`src/rtl/cfg_arb_pkg.sv`:
```
// Shared state type, timeout error data and index-width helper for cfg_reg_arbiter.
package cfg_arb_pkg;

    typedef enum logic [1:0] {
        IDLE    = 2'd0,
        ISSUE   = 2'd1,
        WAIT_RD = 2'd2
    } arb_state_t;

    localparam int MAX_DATA_WIDTH = 1024;
    localparam logic [MAX_DATA_WIDTH-1:0] TIMEOUT_ERR_DATA = '0;

    function automatic int idx_width(input int ports);
        return (ports > 1) ? $clog2(ports) : 1;
    endfunction

endpackage

```
`src/rtl/cfg_rr_select.sv`:
```
// Combinational round-robin pick: search starts one past last_grant and wraps.
module cfg_rr_select #(
    parameter int PORTS = 2,
    parameter int IDX_W = 1
) (
    input  logic [PORTS-1:0] req,
    input  logic [IDX_W-1:0] last_grant,
    output logic [PORTS-1:0] grant,
    output logic [IDX_W-1:0] grant_idx
);

    logic [IDX_W-1:0]   start;
    logic [2*PORTS-1:0] dbl;
    logic [IDX_W:0]     sum;
    logic               found;

    // Rotate the request vector so the search origin sits at bit 0; the
    // descending loop leaves the lowest set offset, i.e. the first in turn.
    always_comb begin
        start     = (last_grant >= IDX_W'(PORTS - 1)) ? '0 : last_grant + IDX_W'(1);
        dbl       = {req, req} >> start;
        sum       = '0;
        found     = 1'b0;
        grant     = '0;
        grant_idx = '0;
        for (int i = PORTS - 1; i >= 0; i--) begin
            if (dbl[i]) begin
                sum   = {1'b0, start} + (IDX_W + 1)'(i);
                found = 1'b1;
            end
        end
        if (found) begin
            if (sum >= (IDX_W + 1)'(PORTS)) begin
                sum = sum - (IDX_W + 1)'(PORTS);
            end
            grant_idx = sum[IDX_W-1:0];
            grant     = PORTS'(1) << grant_idx;
        end
    end

endmodule

```
`src/rtl/cfg_reg_arbiter.sv`:
```
// Round-robin arbiter sharing one register port, one transaction in flight.
// Define CFG_ARB_TIMEOUT_EN to enable the read timeout (error response after TIMEOUT cycles).
module cfg_reg_arbiter
    import cfg_arb_pkg::*;
#(
    parameter int PORTS      = 2,
    parameter int ADDR_WIDTH = 32,
    parameter int DATA_WIDTH = 32,
    parameter int STRB_WIDTH = DATA_WIDTH / 8,
    parameter int TIMEOUT    = 255
) (
    input  logic                          clk,
    input  logic                          rst,
    input  logic [PORTS-1:0]              s_req_valid,
    output logic [PORTS-1:0]              s_req_ready,
    input  logic [PORTS-1:0]              s_req_we,
    input  logic [PORTS*ADDR_WIDTH-1:0]   s_req_addr,
    input  logic [PORTS*DATA_WIDTH-1:0]   s_req_wdata,
    input  logic [PORTS*STRB_WIDTH-1:0]   s_req_wstrb,
    output logic [PORTS-1:0]              s_rsp_valid,
    output logic [DATA_WIDTH-1:0]         s_rsp_data,
    output logic                          s_rsp_err,
    output logic                          m_rd,
    output logic [ADDR_WIDTH-1:0]         m_raddr,
    input  logic [DATA_WIDTH-1:0]         m_rdata,
    input  logic                          m_rvalid,
    output logic                          m_wr,
    output logic [ADDR_WIDTH-1:0]         m_waddr,
    output logic [DATA_WIDTH-1:0]         m_wdata,
    output logic [STRB_WIDTH-1:0]         m_wstrb
);

    localparam int IDX_W = idx_width(PORTS);

    arb_state_t            state, state_n;
    logic [IDX_W-1:0]      last_grant, owner_idx;
    logic                  owner_we;
    logic [ADDR_WIDTH-1:0] addr_q;
    logic [DATA_WIDTH-1:0] wdata_q;
    logic [STRB_WIDTH-1:0] wstrb_q;

    logic [PORTS-1:0]      grant;
    logic [IDX_W-1:0]      grant_idx;
    logic                  sel_we;
    logic [ADDR_WIDTH-1:0] sel_addr;
    logic [DATA_WIDTH-1:0] sel_wdata;
    logic [STRB_WIDTH-1:0] sel_wstrb;

    logic accept, rsp_done, rsp_from_bus, rsp_timeout, timed_out;

    cfg_rr_select #(
        .PORTS (PORTS),
        .IDX_W (IDX_W)
    ) u_rr_select (
        .req        (s_req_valid),
        .last_grant (last_grant),
        .grant      (grant),
        .grant_idx  (grant_idx)
    );

    always_comb begin
        sel_we    = 1'b0;
        sel_addr  = '0;
        sel_wdata = '0;
        sel_wstrb = '0;
        for (int i = 0; i < PORTS; i++) begin
            if (grant[i]) begin
                sel_we    = s_req_we[i];
                sel_addr  = s_req_addr[i*ADDR_WIDTH +: ADDR_WIDTH];
                sel_wdata = s_req_wdata[i*DATA_WIDTH +: DATA_WIDTH];
                sel_wstrb = s_req_wstrb[i*STRB_WIDTH +: STRB_WIDTH];
            end
        end
    end

`ifdef CFG_ARB_TIMEOUT_EN
    localparam int TCNT_W = $clog2(TIMEOUT + 1);
    logic [TCNT_W-1:0] tcnt;

    // Counts read cycles without data since the m_rd cycle; saturates at TIMEOUT.
    always_ff @(posedge clk or posedge rst) begin
        if (rst) begin
            tcnt <= '0;
        end else if (accept) begin
            tcnt <= '0;
        end else if (((state == ISSUE && !owner_we) || state == WAIT_RD) && !m_rvalid
                     && tcnt != TCNT_W'(TIMEOUT)) begin
            tcnt <= tcnt + TCNT_W'(1);
        end
    end

    assign timed_out = (tcnt == TCNT_W'(TIMEOUT));
`else
    assign timed_out = 1'b0;
`endif

    always_ff @(posedge clk or posedge rst) begin
        if (rst) begin
            state      <= IDLE;
            last_grant <= IDX_W'(PORTS - 1);
            owner_idx  <= '0;
            owner_we   <= 1'b0;
            addr_q     <= '0;
            wdata_q    <= '0;
            wstrb_q    <= '0;
        end else begin
            state <= state_n;
            if (accept) begin
                last_grant <= grant_idx;
                owner_idx  <= grant_idx;
                owner_we   <= sel_we;
                addr_q     <= sel_addr;
                wdata_q    <= sel_wdata;
                wstrb_q    <= sel_wstrb;
            end
        end
    end

    // Data arriving in the same cycle as the timeout wins over the error.
    always_comb begin
        state_n      = state;
        accept       = 1'b0;
        rsp_done     = 1'b0;
        rsp_from_bus = 1'b0;
        rsp_timeout  = 1'b0;
        m_rd         = 1'b0;
        m_wr         = 1'b0;
        case (state)
            IDLE: begin
                if (|grant) begin
                    accept  = 1'b1;
                    state_n = ISSUE;
                end
            end
            ISSUE: begin
                if (owner_we) begin
                    m_wr     = 1'b1;
                    rsp_done = 1'b1;
                    state_n  = IDLE;
                end else begin
                    m_rd = 1'b1;
                    if (m_rvalid) begin
                        rsp_done     = 1'b1;
                        rsp_from_bus = 1'b1;
                        state_n      = IDLE;
                    end else begin
                        state_n = WAIT_RD;
                    end
                end
            end
            WAIT_RD: begin
                if (m_rvalid) begin
                    rsp_done     = 1'b1;
                    rsp_from_bus = 1'b1;
                    state_n      = IDLE;
                end else if (timed_out) begin
                    rsp_done    = 1'b1;
                    rsp_timeout = 1'b1;
                    state_n     = IDLE;
                end
            end
            default: state_n = IDLE;
        endcase
    end

    // Ready is masked during reset so every output reads zero while rst is high.
    assign s_req_ready = (state == IDLE && !rst) ? grant : '0;
    assign s_rsp_valid = rsp_done ? (PORTS'(1) << owner_idx) : '0;
    assign s_rsp_err   = rsp_timeout;
    assign s_rsp_data  = rsp_from_bus ? m_rdata :
                         rsp_timeout  ? TIMEOUT_ERR_DATA[DATA_WIDTH-1:0] : '0;

    assign m_raddr = (state != IDLE && !owner_we) ? addr_q : '0;
    assign m_waddr = m_wr ? addr_q  : '0;
    assign m_wdata = m_wr ? wdata_q : '0;
    assign m_wstrb = m_wr ? wstrb_q : '0;

endmodule

```
`config.mk`:
```
export PLATFORM = sky130hd
export DESIGN_NAME = cfg_reg_arbiter
export DESIGN_NICKNAME = d
export VERILOG_FILES = /design/src/rtl/cfg_arb_pkg.sv /design/src/rtl/cfg_rr_select.sv /design/src/rtl/cfg_reg_arbiter.sv
export SDC_FILE = /design/constraint.sdc
export NUM_CORES = 1
export LEC_CHECK = 0
export CORE_AREA = 4 4 119 121
export DETAILED_ROUTE_END_ITERATION = 12
export DIE_AREA = 0 0 123 125
export PLACE_DENSITY_LB_ADDON = 0.3
export SYNTH_ARGS = -nofsm -noshare
export SYNTH_HDL_FRONTEND = slang
export SYNTH_SLANG_ARGS = --single-unit
```
`constraint.sdc`:
```
create_clock -name clk -period 4.85 [get_ports clk]
set_clock_uncertainty 0.05 [all_clocks]
set_input_delay 0.97 -clock clk [delete_from_list [all_inputs] [get_ports clk]]
set_output_delay 0.97 -clock clk [all_outputs]
set_load 0.01 [all_outputs]
```
## Yosys cells after proc, flatten, opt, wreduce, memory -nomap -nowiden

Index checks and enable logic that the tools add are counted.

- Add/subtract/negate cells: 3
- Order comparisons: 2
- Eq/ne operators: 4
- Shift-type cells: 3
- Multiplexer cells: 40
- Reduce and logical (&&, ||, !) cells: 8

Operator list:

| cell | count |
|---|---|
| $mux 32 | 8 |
| $mux 2 | 9 |
| $mux 1 | 17 |
| $mux 4 | 3 |
| $pmux 2 s3 | 1 |
| $ne 2x2->1 const B | 2 |
| $pmux 1 s2 | 2 |
| $shl 1x1->2 const A | 2 |
| $shr 4x1->2 | 1 |
| $add 1x1->2 const B | 1 |
| $eq 2x1->1 const B | 1 |
| $eq 2x2->1 const B | 1 |
| $ge 2x2->1 const B | 1 |
| $logic_and 1x1->1 | 2 |
| $logic_not 1->1 | 2 |
| $logic_not 2->1 | 1 |
| $reduce_and 2->1 | 1 |
| $reduce_bool 2->1 | 1 |
| $reduce_or 2->1 | 1 |
| $add 1x1->1 const B | 1 |
| $ge 1x1->1 const B | 1 |
| $sub 1x1->1 const B | 1 |

- Register bits: 73
- Bits of input ports: 175
- Word-level logic and storage cells: 67

## Longest topological paths before layout

Gate-level depths: netlist of the first run.

- Word-level depth: 13
- Depth in mapped cells: 7
- Mapped depth without buffers: 5

## Hierarchy

Synthesis of the first run repeated with hierarchy kept, for this count alone.

- Cells, all modules: 506
- Area total of the unflattened synthesis: 4332.9 µm²

By module, submodules not included:

| module | instances | cells each | area an instance (µm²) |
|---|---|---|---|
| cfg_reg_arbiter | 1 | 502 | 4306.6 |
| cfg_rr_select | 1 | 4 | 26.3 |

## Least setup slack after synthesis of the first run

No wires, ideal clock.

- Kind: input-to-output
- Start: in s_req_valid[1]
- End: out s_req_ready[1]
- Data arrival time: 1723 ps
- Data required time: 3830 ps
- Setup slack: 2107 ps
- Cell stages on the path: 5
- Cell sequence: a21boi_4 buf_6 buf_6 nand2_1 nor2_1

- Cells in the longest elaborated chain, start to end: 9

RTL lines:

| item | line | text |
|---|---|---|
| from (decl) | cfg_reg_arbiter.sv:14 | `input logic [PORTS-1:0] s_req_valid,` |
| $shr 4x1->2 * | cfg_rr_select.sv:21 | `dbl = {req, req} >> start;` |
| $mux 2 (2 in a row) | cfg_rr_select.sv:27 | `if (dbl[i]) begin` |
| $ge 2x2->1 or $sub 1x1->1 (tied branches) | cfg_rr_select.sv:33, cfg_rr_select.sv:34 |  |
| $mux 1 | cfg_rr_select.sv:33 | `if (sum >= (IDX_W + 1)'(PORTS)) begin` |
| $mux 1 | cfg_rr_select.sv:32 | `if (found) begin` |
| $shl 1x1->2 | cfg_rr_select.sv:37 | `grant = PORTS'(1) << grant_idx;` |
| $mux 2 * | cfg_rr_select.sv:32 |  |
| $mux 2 * | cfg_reg_arbiter.sv:167 | `assign s_req_ready = (state == IDLE && !rst) ? grant : '0;` |
| to (decl) | cfg_reg_arbiter.sv:15 | `output logic [PORTS-1:0] s_req_ready,` |

Mark *: on every way between the ends. The rest lies on a longest branch, timed or not. The select of a mux whose other input is x is not followed.

## Worst setup path in the final report of the first run

- Start: in m_rvalid
- End: out s_rsp_data[4]

- Cells in the longest elaborated chain, start to end: 4

RTL lines:

| item | line | text |
|---|---|---|
| from (decl) | cfg_reg_arbiter.sv:26 | `input logic m_rvalid,` |
| $mux 1 * | cfg_reg_arbiter.sv:142, cfg_reg_arbiter.sv:152 |  |
| $mux 1 | cfg_reg_arbiter.sv:136 | `if (owner_we) begin` |
| $pmux 1 s2 * | cfg_reg_arbiter.sv:128 | `case (state)` |
| $mux 32 * | cfg_reg_arbiter.sv:170 | `assign s_rsp_data = rsp_from_bus ? m_rdata :` |
| to (decl) | cfg_reg_arbiter.sv:21 | `output logic [DATA_WIDTH-1:0] s_rsp_data,` |

Mark *: on every way between the ends. The rest lies on a longest branch, timed or not.

==> results of run 1 <==
==> kinds of logic (layout without fill, tap and decap cells) <==
family / count (synthesis) / in the layout
simple gates: 215 / 215
compound gates: 141 / 141
flops: 73 / 73
buf+inv: 62 / 337
fa+ha+maj: 4 / 4
other cells: 1 / 1
==> final cells by class <==
class                   instances  share of cell area, %
repair buffers                318                   40.8
multi-input cells             361                   29.2
flip-flops and latches         73                   23.6
clock buffers                  11                   3.01
well taps                     176                   2.84
clock inverters                 4                  0.291
inverters                       4                  0.210
==> registers in the layout (all words and copies together) (netlist names) <==
| name | flops |
|---|---|
| owner_we | 1 |
| owner_idx | 1 |
| addr_q | 32 |
| wdata_q | 32 |
| wstrb_q | 4 |
| state | 2 |
| last_grant | 1 |
==> power groups by stage <==
stage | logic, mW | clock network [mW] | registers [mW]
floorplan | 1.31 | 0 | 1.06
global placement | 2.33 | 0 | 1.11
detailed placement | 2.37 | 0 | 1.13
CTS | 2.39 | 0.594 | 1.13
global route | 2.57 | 0.624 | 1.17
finish | 2.36 | 0.574 | 1.13
==> synthesized netlist by cell type (2+ instances only) <==
library cell | count | area, µm²
sky130_fd_sc_hd__a221o_1 | 8 | 80.1
sky130_fd_sc_hd__and3_1 | 76 | 475
sky130_fd_sc_hd__o21ai_0 | 2 | 10.0
sky130_fd_sc_hd__clkbuf_1 | 32 | 120
sky130_fd_sc_hd__ha_1 | 4 | 50.1
sky130_fd_sc_hd__and2_1 | 65 | 407
sky130_fd_sc_hd__nor2_1 | 66 | 248
sky130_fd_sc_hd__a21oi_1 | 62 | 310
sky130_fd_sc_hd__inv_1 | 4 | 15.0
sky130_fd_sc_hd__nand2_1 | 2 | 7.51
sky130_fd_sc_hd__o21a_1 | 2 | 15.0
sky130_fd_sc_hd__buf_2 | 17 | 85.1
sky130_fd_sc_hd__dfrtp_1 | 72 | 1800
sky130_fd_sc_hd__buf_6 | 7 | 78.8
sky130_fd_sc_hd__a32oi_1 | 61 | 534
sky130_fd_sc_hd__nand2b_1 | 2 | 12.5
==> metal layers <==
metal  GRT usage [%]  vias up  part of all wire [%]  wire [µm]
li1                -     2346                     -          -
met1            23.2     2289                    35       6090
met2            41.7      220                    55       9690
met3            5.47       22                   8.3       1460
met4            7.04        0                   2.1        378
met5               0        -                     0          0
==> metrics by stage <==
| step | power [mW] | instances | setup slack, ns |
|---|---|---|---|
| floorplan | 2.37 | 496 | 1.98 |
| CTS | 4.11 | 947 | 0.959 |
| global route | 4.37 | 947 | 0.843 |
| detailed placement | 3.51 | 932 | 0.962 |
| finish | 4.06 | 947 | 0.980 |
| global placement | 3.44 | 932 | 1.07 |
==> worst reg2reg max path: cells and delay by family (launching register included) <==
family,cells,cell delay [ns]
flops,1,0.42
compound gates,2,1.11
buf+inv,2,0.32
simple gates,1,0.17
fa+ha+maj,1,0.19
==> worst max path at each step <==
stage                     startpoint        endpoint  slack (ns)  depth (start not counted)
after floorplan                  rst       addr_q[0]        1.98                          1
after global placement      m_rvalid  s_rsp_data[17]        1.07                          4
after detailed placement    m_rvalid   s_rsp_data[4]        0.96                          4
after CTS                   m_rvalid   s_rsp_data[4]        0.96                          4
after global routing        m_rvalid  s_rsp_data[26]        0.84                          4
final                       m_rvalid   s_rsp_data[4]        0.98                          4
==> Flow_metrics.wiki, run 1 <==
{| class="wikitable"
! Metric !! Value
|-
| VDD IR-drop max || 0.000685 V
|-
| Worst path most repeated cell || sky130_fd_sc_hd__clkdlybuf4s50_1
|-
| Worst reg-to-reg path cell count || 6
|-
| Total CTS buffers || 9
|-
| Worst hold-check path type || reg -> reg
|-
| Master cell of the clock root buffer || sky130_fd_sc_hd__clkbuf_16
|-
| Flip-flop and latch area || 0.00183 mm²
|-
| Slowest cell on the critical path || sky130_fd_sc_hd__o211a_1
|-
| Pwr per Cell Area || 524 mW/mm²
|-
| Static leakage || between 3 and 4 nW
|-
| Final weighted congestion of routability-driven global placement || 1.01
|-
| Post-synthesis compound-gate area fraction || about 23%
|-
| Starting density of the core || 33.5%
|-
| Synthesized netlist cell count || 496
|-
| Horizontal die dimension || 123 µm
|-
| Worst rel slew slack || about 14%
|-
| Worst hold path cell count || 1
|-
| Via total after detailed routing || roughly 5k
|-
| Worst Path Buf+Inv || 2
|-
| First-pass GRT wire length || 26400 µm
|-
| RSZ-0062 raised after global routing || false
|-
| Post-synthesis simple-gate area fraction || 26.9%
|-
| Antenna violations before repair || 0
|-
| Capturing element type of the critical path || output pin
|-
| Capture instance of the worst register-to-register path || addr_q[26]
|-
| Standard-cell row count || 42
|-
| Number of design rule violations left after detail routing || 0
|-
| Die height || 125 µm
|-
| Synthesized-area fraction occupied by xor and xnor cells || 0%
|-
| Adder and majority cell fraction of the synthesized area || 1.14%
|-
| Sum of routed wire length over all layers || 17600 µm
|-
| Clock tree sinks || 73
|-
| Total number of H-tree levels || 3
|-
| Type of the worst setup path || in -> out
|-
| Post-synthesis instance area || 0.00438 mm²
|-
| Number of different library cells in the post-synthesis netlist || 30
|-
| Crit Path Max Fanout || 32
|-
| Sum of negative setup slack || 0 ns
|-
| Clock latency on the worst-skew pair || about 0.32 ns
|-
| # port buffers || 312
|-
| Destination of the worst hold path || wdata_q[28]
|-
| Number of setup violations in the final report || 0
|-
| Top FF cell, synth || sky130_fd_sc_hd__dfrtp_1
|-
| Hold path startpoint || wdata_q[28]
|-
| Mean post-synth cell area || just under 9 µm²
|-
| Maximum number of pins on one net before global-route repair || approximately 130
|-
| Required time of the critical path || around 3.8 ns
|-
| Leading cell type in the layout, fill and taps excluded || sky130_fd_sc_hd__clkdlybuf4s50_1
|-
| F_max || 258 MHz
|-
| Post-CTS Setup Bufs || 0
|-
| Clock slew at reported path FFs || around 0.050 ns
|-
| EDFF count, synth || 0
|-
| Final Critical Period || 3.87 ns
|-
| Final #Nets || between 900 and 1k
|-
| Internal power component || 2.45 mW
|-
| Largest incremental delay on the critical path || between 0.5 and 0.6 ns
|-
| Power share of the clock group || 14.2%
|-
| Share of layout cells above drive strength 1 || under 10%
|-
| Die Area || 0.0154 mm²
|-
| Total of warnings raised by yosys || 0
|-
| Drt initial violations || 198
|-
| Register-to-register setup slack || 2.52 ns
|-
| Antenna Cells || 0
|-
| Number of routed nets with antenna violations || 0
|-
| Total of fill cells in the finished design || about 1.1k
|-
| Cell type group with the largest total delay on the critical path || buffers and inverters
|-
| Critical Path AT || about 2.9 ns
|-
| Number of I/O pins || 314
|-
| Pin slew with the least headroom to its limit || 1.30 ns
|-
| Finished Core Util || approximately 59%
|-
| Post-route clock period utilization || 79.8%
|-
| Result of the run || complete, no violations
|-
| Avg WL per Cell || 18.6 µm
|-
| Via density per instance || 5.15
|-
| Detailed Routing Iterations Pass 1 || 4
|-
| Area added between synthesis and finish || 76.6%
|-
| Async S/R FF share, synth || 100%
|-
| Max-cap check violation count || 0
|-
| Number of nets in the synthesized netlist || 675
|-
| Multiplexer fraction of the synthesized cell area || 0%
|-
| Commonest cells after routing, fill and taps aside || sky130_fd_sc_hd__clkdlybuf4s50_1 (311), sky130_fd_sc_hd__and3_1 (76), sky130_fd_sc_hd__dfrtp_1 (71)
|-
| Power spent charging and discharging nets || 1.61 mW
|-
| Combinational family with the most area after synthesis || simple AND/OR/NAND/NOR gates
|-
| Bufs on Longest Clock Path || 2
|-
| Share of total power in sequential cells || 27.7%
|-
| Detailed placement HPWL || 13100 µm
|-
| Switching portion of total power || between 30 and 40%
|-
| CTS resizes || 0
|-
| Area of the core || 0.0131 mm²
|-
| CTS tree || built
|-
| Combined area of the multi-input logic cells || 0.00226 mm²
|-
| Pins Over Slew Limit || 0
|-
| Vias in the first global route || 4929
|-
| Global routing usage summed across all routing layers || 21.9%
|-
| Finished Cell Area || 0.00774 mm²
|-
| Launch point of the worst reg-to-reg path || state[0]
|-
| Area after DPL || approximately 0.0075 mm²
|-
| Total gr overflow || 0
|-
| Number of register bits inferred by synthesis || 73
|-
| Relative contribution of combinational cells to total power || 58.1%
|-
| Number of endpoints with negative hold slack in the final report || 0
|-
| Share of synthesized area occupied by flip-flops and latches || around two fifths
|-
| # hold bufs at CTS || 0
|-
| Startpoint types || input pin
|-
| Worst hold slack after final layout || 0.457 ns
|-
| Critical path, cell by cell || clkdlybuf4s50_1, o211a_1, and2_1, clkdlybuf4s50_1
|}
No activity file was read; power rests on OpenSTA's default activity.
==> run 2: changes to the inputs <==
--- a/config.mk
+++ b/config.mk
@@ -5,9 +5,9 @@
 export SDC_FILE = /design/constraint.sdc
 export NUM_CORES = 1
 export LEC_CHECK = 0
-export CORE_AREA = 4 4 119 121
+export CORE_AREA = 4 4 121 123
 export DETAILED_ROUTE_END_ITERATION = 12
-export DIE_AREA = 0 0 123 125
+export DIE_AREA = 0 0 125 127
 export PLACE_DENSITY_LB_ADDON = 0.3
 export SYNTH_ARGS = -nofsm -noshare
 export SYNTH_HDL_FRONTEND = slang
==> constraint.sdc (replaced) <==
create_clock -name clk -period 3.9 [get_ports clk]
set_clock_uncertainty 0.05 [all_clocks]
set_input_delay 0.78 -clock clk [delete_from_list [all_inputs] [get_ports clk]]
set_output_delay 0.78 -clock clk [all_outputs]
set_load 0.01 [all_outputs]
==> run 2 against run 1 <==
Highest routed layer unchanged. Largest cell class unchanged. Register-to-register slack got worse by 0.85 ns. Non-clock buffer count increased by 5. Critical endpoint is now s_rsp_data[7]. Via count increased by 1.8%. Cell count increased by 1.1%. Power increased by 31%. Sequential power increased by 27%.
==> Flow_metrics.wiki, run 2 (synthesized netlist as in run 1, its figures left out) <==
{| class="wikitable"
! Metric !! Value
|-
| Worst path most repeated cell || sky130_fd_sc_hd__clkdlybuf4s50_1
|-
| Master cell of the clock root buffer || sky130_fd_sc_hd__clkbuf_16
|-
| Share of total power in sequential cells || 27.0%
|-
| Clock tree sinks || 73
|-
| Pins Over Slew Limit || 0
|-
| Die height || 127 µm
|-
| Area of the core || 0.0137 mm²
|-
| Clock slew at reported path FFs || around 0.060 ns
|-
| Relative contribution of combinational cells to total power || 56.0%
|-
| Type of the worst setup path || in -> out
|-
| Final Critical Period || between 3 and 4 ns
|-
| Share of layout cells above drive strength 1 || slightly above 5%
|-
| Finished Core Util || a little under 60%
|-
| Final weighted congestion of routability-driven global placement || 1.04
|-
| Via total after detailed routing || 4966
|-
| Number of routed nets with antenna violations || 0
|-
| Final #Nets || 951
|-
| Slowest cell on the critical path || sky130_fd_sc_hd__o211a_1
|-
| # hold bufs at CTS || 0
|-
| CTS resizes || 0
|-
| Worst rel slew slack || approximately 17%
|-
| Detailed placement HPWL || 13900 µm
|-
| Startpoint types || input pin
|-
| Number of I/O pins || 314
|-
| Commonest cells after routing, fill and taps aside || sky130_fd_sc_hd__clkdlybuf4s50_1 (311), sky130_fd_sc_hd__and3_1 (76), sky130_fd_sc_hd__dfrtp_1 (71)
|-
| RSZ-0062 raised after global routing || false
|-
| Maximum number of pins on one net before global-route repair || 64
|-
| Pwr per Cell Area || a little under 700 mW/mm²
|-
| Hold path startpoint || wdata_q[31]
|-
| Antenna violations before repair || 0
|-
| F_max || between 200 and 300 MHz
|-
| Largest registers || addr_q: 32 flops, wdata_q: 32 flops, wstrb_q: 4 flops
|-
| Required time of the critical path || 3.07 ns
|-
| Horizontal die dimension || 125 µm
|-
| VDD IR-drop max || between 0.0004 and 0.0005 V
|-
| Launch point of the worst reg-to-reg path || state[0]
|-
| Via density per instance || 5.19
|-
| Area after DPL || ~0.0076 mm²
|-
| Post-CTS Setup Bufs || 0
|-
| Register-to-register setup slack || 1.67 ns
|-
| Bufs on Longest Clock Path || 2
|-
| Cell type group with the largest total delay on the critical path || buffers and inverters
|-
| Standard-cell row count || 43
|-
| Total gr overflow || 0
|-
| Detailed Routing Iterations Pass 1 || 5
|-
| Result of the run || complete, no violations
|-
| Total CTS buffers || 9
|-
| Worst Path Buf+Inv || 2
|-
| Die Area || 0.0159 mm²
|-
| Switching portion of total power || 39.1%
|-
| Worst setup path startpoint || m_rvalid
|-
| Power spent charging and discharging nets || 2.08 mW
|-
| Sum of negative setup slack || 0 ns
|-
| Vias in the first global route || 5195
|-
| Worst hold-check path type || reg -> reg
|-
| Max-cap check violation count || 0
|-
| Number of setup violations in the final report || 0
|-
| Finished Cell Area || 0.00788 mm²
|-
| Critical Path AT || around 2.7 ns
|-
| Number of endpoints with negative hold slack in the final report || 0
|-
| Avg WL per Cell || about 19 µm
|-
| Leading cell type in the layout, fill and taps excluded || sky130_fd_sc_hd__clkdlybuf4s50_1
|-
| Largest incremental delay on the critical path || 0.58 ns
|-
| Power share of the clock group || roughly 17%
|-
| Drt initial violations || between 200 and 300
|-
| Starting density of the core || 32.1%
|-
| Total number of H-tree levels || 3
|-
| Static leakage || roughly 3.3 nW
|-
| Crit Path Max Fanout || 32
|-
| # port buffers || 312
|-
| Internal power component || 3.23 mW
|-
| Capturing element type of the critical path || output pin
|-
| Number of design rule violations left after detail routing || 0
|-
| Sum of routed wire length over all layers || 18200 µm
|-
| Post-route clock period utilization || 89.9%
|-
| Global routing usage summed across all routing layers || 21.8%
|-
| CTS tree || built
|-
| Pin slew with the least headroom to its limit || around 1.2 ns
|-
| Clock latency on the worst-skew pair || between 0.3 and 0.4 ns
|-
| Critical path, cell by cell || clkdlybuf4s50_1, o211a_1, and2_1, clkdlybuf4s50_1
|-
| Antenna Cells || 0
|-
| Worst hold slack after final layout || approximately 0.47 ns
|-
| First-pass GRT wire length || ~28000 µm
|-
| Area added between synthesis and finish || 79.8%
|}
[run 2: cell types whose count changed in the layout (fill, tap and decap cells not counted), sizes merged]
cell	delta
buf	+5
bufinv	+2
clkinvlp	+1
clkbuf	-2
clkinv	-2
inv	+2
[run 2: area by class of cell]
cell class | instances | area [µm²]
Fill cell | 1203 | 5780
Timing Repair Buffer | 323 | 3230
Multi-Input combinational cell | 361 | 2260
Sequential cell | 73 | 1830
Clock buffer | 9 | 225
Tap cell | 180 | 225
Clock inverter | 7 | 101
Inverter | 4 | 16.3
[run 2: per-stage QoR]
stage	total power, mW	std cells	setup slack, ns
2_1_floorplan	2.95	496	1.22
3_5_place_dp	4.44	941	0.375
5_1_grt	5.68	957	0.217
6_report	5.31	957	0.395
4_1_cts	5.37	957	0.375
3_3_place_gp	4.34	941	0.497
[run 2: final timing paths]
| path | end | cells after the start |
|---|---|---|
| max | s_rsp_data[7] | 4 |
| min | wdata_q[31] | 1 |
| max reg2reg | addr_q[18] | 7 |
| min reg2reg | wdata_q[31] | 1 |
| max in group asynchronous | wdata_q[9] | 3 |
| min in group asynchronous | owner_idx | 2 |
[run 2: power groups by stage]
stage / combinational [mW] / clock (mW) / sequential [mW]
after floorplan: 1.63 / 0 / 1.32
after detailed placement: 3.00 / 0 / 1.44
after global placement: 2.93 / 0 / 1.41
after CTS: 3.01 / 0.922 / 1.43
final: 2.97 / 0.898 / 1.43
after global routing: 3.24 / 0.959 / 1.49
[run 2: routing by layer]
metal	vias up	track usage (%)	wire, µm
li1	2364	-	-
met5	-	0	0
met4	0	9.89	643
met1	2327	22.6	6470
met3	39	5.52	1320
met2	236	41.4	9780
==> run 3: changes to the inputs <==
--- a/config.mk
+++ b/config.mk
@@ -5,9 +5,10 @@
 export SDC_FILE = /design/constraint.sdc
 export NUM_CORES = 1
 export LEC_CHECK = 0
-export CORE_AREA = 4 4 121 123
+export ABC_AREA = 1
+export CORE_MARGIN = 4
+export CORE_UTILIZATION = 37
 export DETAILED_ROUTE_END_ITERATION = 12
-export DIE_AREA = 0 0 125 127
 export PLACE_DENSITY_LB_ADDON = 0.3
 export SYNTH_ARGS = -nofsm -noshare
 export SYNTH_HDL_FRONTEND = slang
==> run 3 against run 2 <==
Critical path depth rose by 1. Hold slack got worse by 0.037 ns. Clock-buffer cell count increased by 5. Maximum frequency grew 2.4%. First-iteration DRC count up 2.5%. Register-to-register slack worse by 0.10 ns. Global-route usage increased by 1.6 points. Sequential share of layout area shrank 1.3 points. Die area shrank 4.7%.
==> Flow_metrics.wiki, run 3 <==
{| class="wikitable"
! Metric !! Value
|-
| Post-synth top cells || sky130_fd_sc_hd__nand2_1 (268), sky130_fd_sc_hd__nand3_1 (139), sky130_fd_sc_hd__nor2_1 (138)
|-
| Overall Power || 4.73 mW
|-
| Capturing element type of the critical path || output pin
|-
| Most used standard cell by instance count after synthesis || sky130_fd_sc_hd__nand2_1
|-
| Worst hold-check path type || reg -> reg
|-
| Final #Nets || 1265
|-
| Number of nets in the synthesized netlist || 983
|-
| Crit Path Max Fanout || 24
|-
| Number of endpoints with negative hold slack in the final report || 0
|-
| # hold bufs at CTS || 0
|-
| Worst hold slack after final layout || 0.428 ns
|-
| Number of I/O pins || 314
|-
| Post-synthesis cell type with the largest combined area || sky130_fd_sc_hd__dfrtp_1
|-
| Total gr overflow || 0
|-
| Type of the worst setup path || in -> out
|-
| Area share of the largest cell type after synthesis || 36.8%
|-
| Number of routed nets with antenna violations || 0
|-
| Top FF cell, synth || sky130_fd_sc_hd__dfrtp_1
|-
| Non-filler cells, final || 1263
|-
| Mean post-synth cell area || 6.09 µm²
|-
| Post-route clock period utilization || 87.7%
|-
| Worst slack, placed || between 0.4 and 0.5 ns
|-
| Area added between synthesis and finish || 70.6%
|-
| First-pass GRT wire length || 28200 µm
|-
| Total CTS buffers || 9
|-
| Number of register bits inferred by synthesis || between 70 and 80
|-
| Number of different library cells in the post-synthesis netlist || 20
|-
| Clock tree sinks || 73
|-
| Via total after detailed routing || just under 6k
|-
| Vias in the first global route || around 5.5k
|-
| Dominant cells by area after synthesis || sky130_fd_sc_hd__dfrtp_1 (37%), sky130_fd_sc_hd__nand2_1 (21%), sky130_fd_sc_hd__nand3_1 (14%)
|-
| Starting density of the core || 38.3%
|-
| Final Critical Period || 3.42 ns
|-
| Number of design rule violations left after detail routing || 0
|-
| Async S/R FF share, synth || 100%
|-
| Largest registers || addr_q: 32 flops, wdata_q: 32 flops, wstrb_q: 4 flops
|-
| Avg WL per Cell || 14.5 µm
|-
| Post-synthesis instance area || roughly 0.0049 mm²
|-
| Drt initial violations || 291
|-
| VDD IR-drop max || 0.000294 V
|-
| Standard-cell row count || 41
|-
| Horizontal die dimension || ~120 µm
|-
| Final weighted congestion of routability-driven global placement || a little over 0.8
|-
| Die height || 123 µm
|-
| Pwr per Cell Area || 567 mW/mm²
|-
| Via density per instance || between 4 and 5
|-
| Master cell of the clock root buffer || sky130_fd_sc_hd__clkbuf_16
|-
| Clock slew at reported path FFs || 0.05 ns
|-
| Area of the core || 0.0128 mm²
|-
| CTS resizes || 0
|-
| EDFF count, synth || 0
|-
| Detailed Routing Iterations Pass 1 || 6
|-
| Final worst setup slack || about 0.48 ns
|-
| Critical Path AT || 2.59 ns
|-
| Global routing usage summed across all routing layers || 23.5%
|-
| Bufs on Longest Clock Path || 2
|-
| Number of cells in the design after placement || 1247
|-
| Clock latency on the worst-skew pair || 0.33 ns
|-
| Pins Over Slew Limit || 0
|-
| Antenna Cells || 0
|-
| Total of warnings raised by yosys || 0
|-
| Share of layout cells above drive strength 1 || 3.48%
|-
| Result of the run || complete, no violations
|-
| Die Area || 0.0151 mm²
|-
| Static leakage || between 4 and 5 nW
|-
| Max-cap check violation count || 0
|-
| Sum of routed wire length over all layers || 18300 µm
|-
| Worst rel slew slack || 49.3%
|-
| Required time of the critical path || 3.07 ns
|-
| Total number of H-tree levels || 3
|-
| Number of setup violations in the final report || 0
|-
| Startpoint types || input pin
|-
| # port buffers || 312
|-
| CTS tree || built
|-
| Pin slew with the least headroom to its limit || roughly 0.76 ns
|-
| Share of synthesized area occupied by flip-flops and latches || 37.3%
|-
| Antenna violations before repair || 0
|-
| Maximum number of pins on one net before global-route repair || ~70
|-
| F_max || 292 MHz
|-
| Commonest cells after routing, fill and taps aside || sky130_fd_sc_hd__clkdlybuf4s50_1 (311), sky130_fd_sc_hd__nand2_1 (267), sky130_fd_sc_hd__nand3_1 (139)
|-
| Detailed placement HPWL || 13900 µm
|-
| Leading cell type in the layout, fill and taps excluded || sky130_fd_sc_hd__clkdlybuf4s50_1
|-
| RSZ-0062 raised after global routing || false
|-
| Synthesized netlist cell count || about 800
|-
| Sum of negative setup slack || 0 ns
|-
| Post-CTS Setup Bufs || 0
|}
-- run 3: worst max-delay path: stages --
cell	delay [ns]
sky130_fd_sc_hd__clkdlybuf4s50_1	0.52
sky130_fd_sc_hd__nand3_1	0.30
sky130_fd_sc_hd__buf_4	0.32
sky130_fd_sc_hd__nor2_1	0.11
sky130_fd_sc_hd__clkdlybuf4s50_1	0.55
-- run 3: worst paths after layout --
check,start,end,slack (ns),depth (start not counted)
worst max-delay path,m_rvalid,s_rsp_data[12],0.48,5
worst min-delay path,addr_q[14],addr_q[14],0.43,2
worst max register to register,state[0],addr_q[31],1.57,9
worst min register to register,addr_q[14],addr_q[14],0.43,2
max in group asynchronous,rst,last_grant,2.28,3
min in group asynchronous,rst,owner_we,0.78,2
-- run 3: layout make-up --
cell class                 count  area (µm²)
inverter                     112         422
tap                          172         215
timing repair buffer         326        3220
clock inverter                 2        37.5
multi-input combinational    564        2370
clock buffer                  14         254
sequential                    73        1830
fill                        1158        4420
-- run 3: where the power goes --
| part | internal, mW | switching, mW | total (mW) |
|---|---|---|---|
| Clock | 0.514 | 0.299 | 0.813 |
| Sequential | 1.11 | 0.192 | 1.30 |
| Combinational | 1.15 | 1.47 | 2.62 |
| Total | 2.78 | 1.96 | 4.73 |
-- run 3: routing by layer --
layer	track usage [%]	share of wire, %	up-vias
met2	41.0	48	211
met5	0	0	-
met4	7.27	2.2	0
li1	-	-	2966
met1	26.8	39	2610
met3	8.65	10	34
-- run 3: kinds of logic (layout without fill, tap and decap cells) --
kind of cell	after synthesis	count (layout)	share of synthesized area [%]
adder cells (fa/ha/maj)	4	4	1.02
flip-flops	73	73	37.3
AO/OA/AOI/OAI	7	7	0.767
AND/OR/NAND/NOR	552	552	46.5
other	1	1	0.0766
buffers and inverters	167	454	14.2
-- run 3: stage by stage --
stage | area [µm²] | utilization (%)
after global routing | 8350 | 65.4
after CTS | 8350 | 65.4
final | 8350 | 65.4
after detailed placement | 8060 | 63.1
after global placement | 8060 | 63.1
after floorplan | 4890 | -
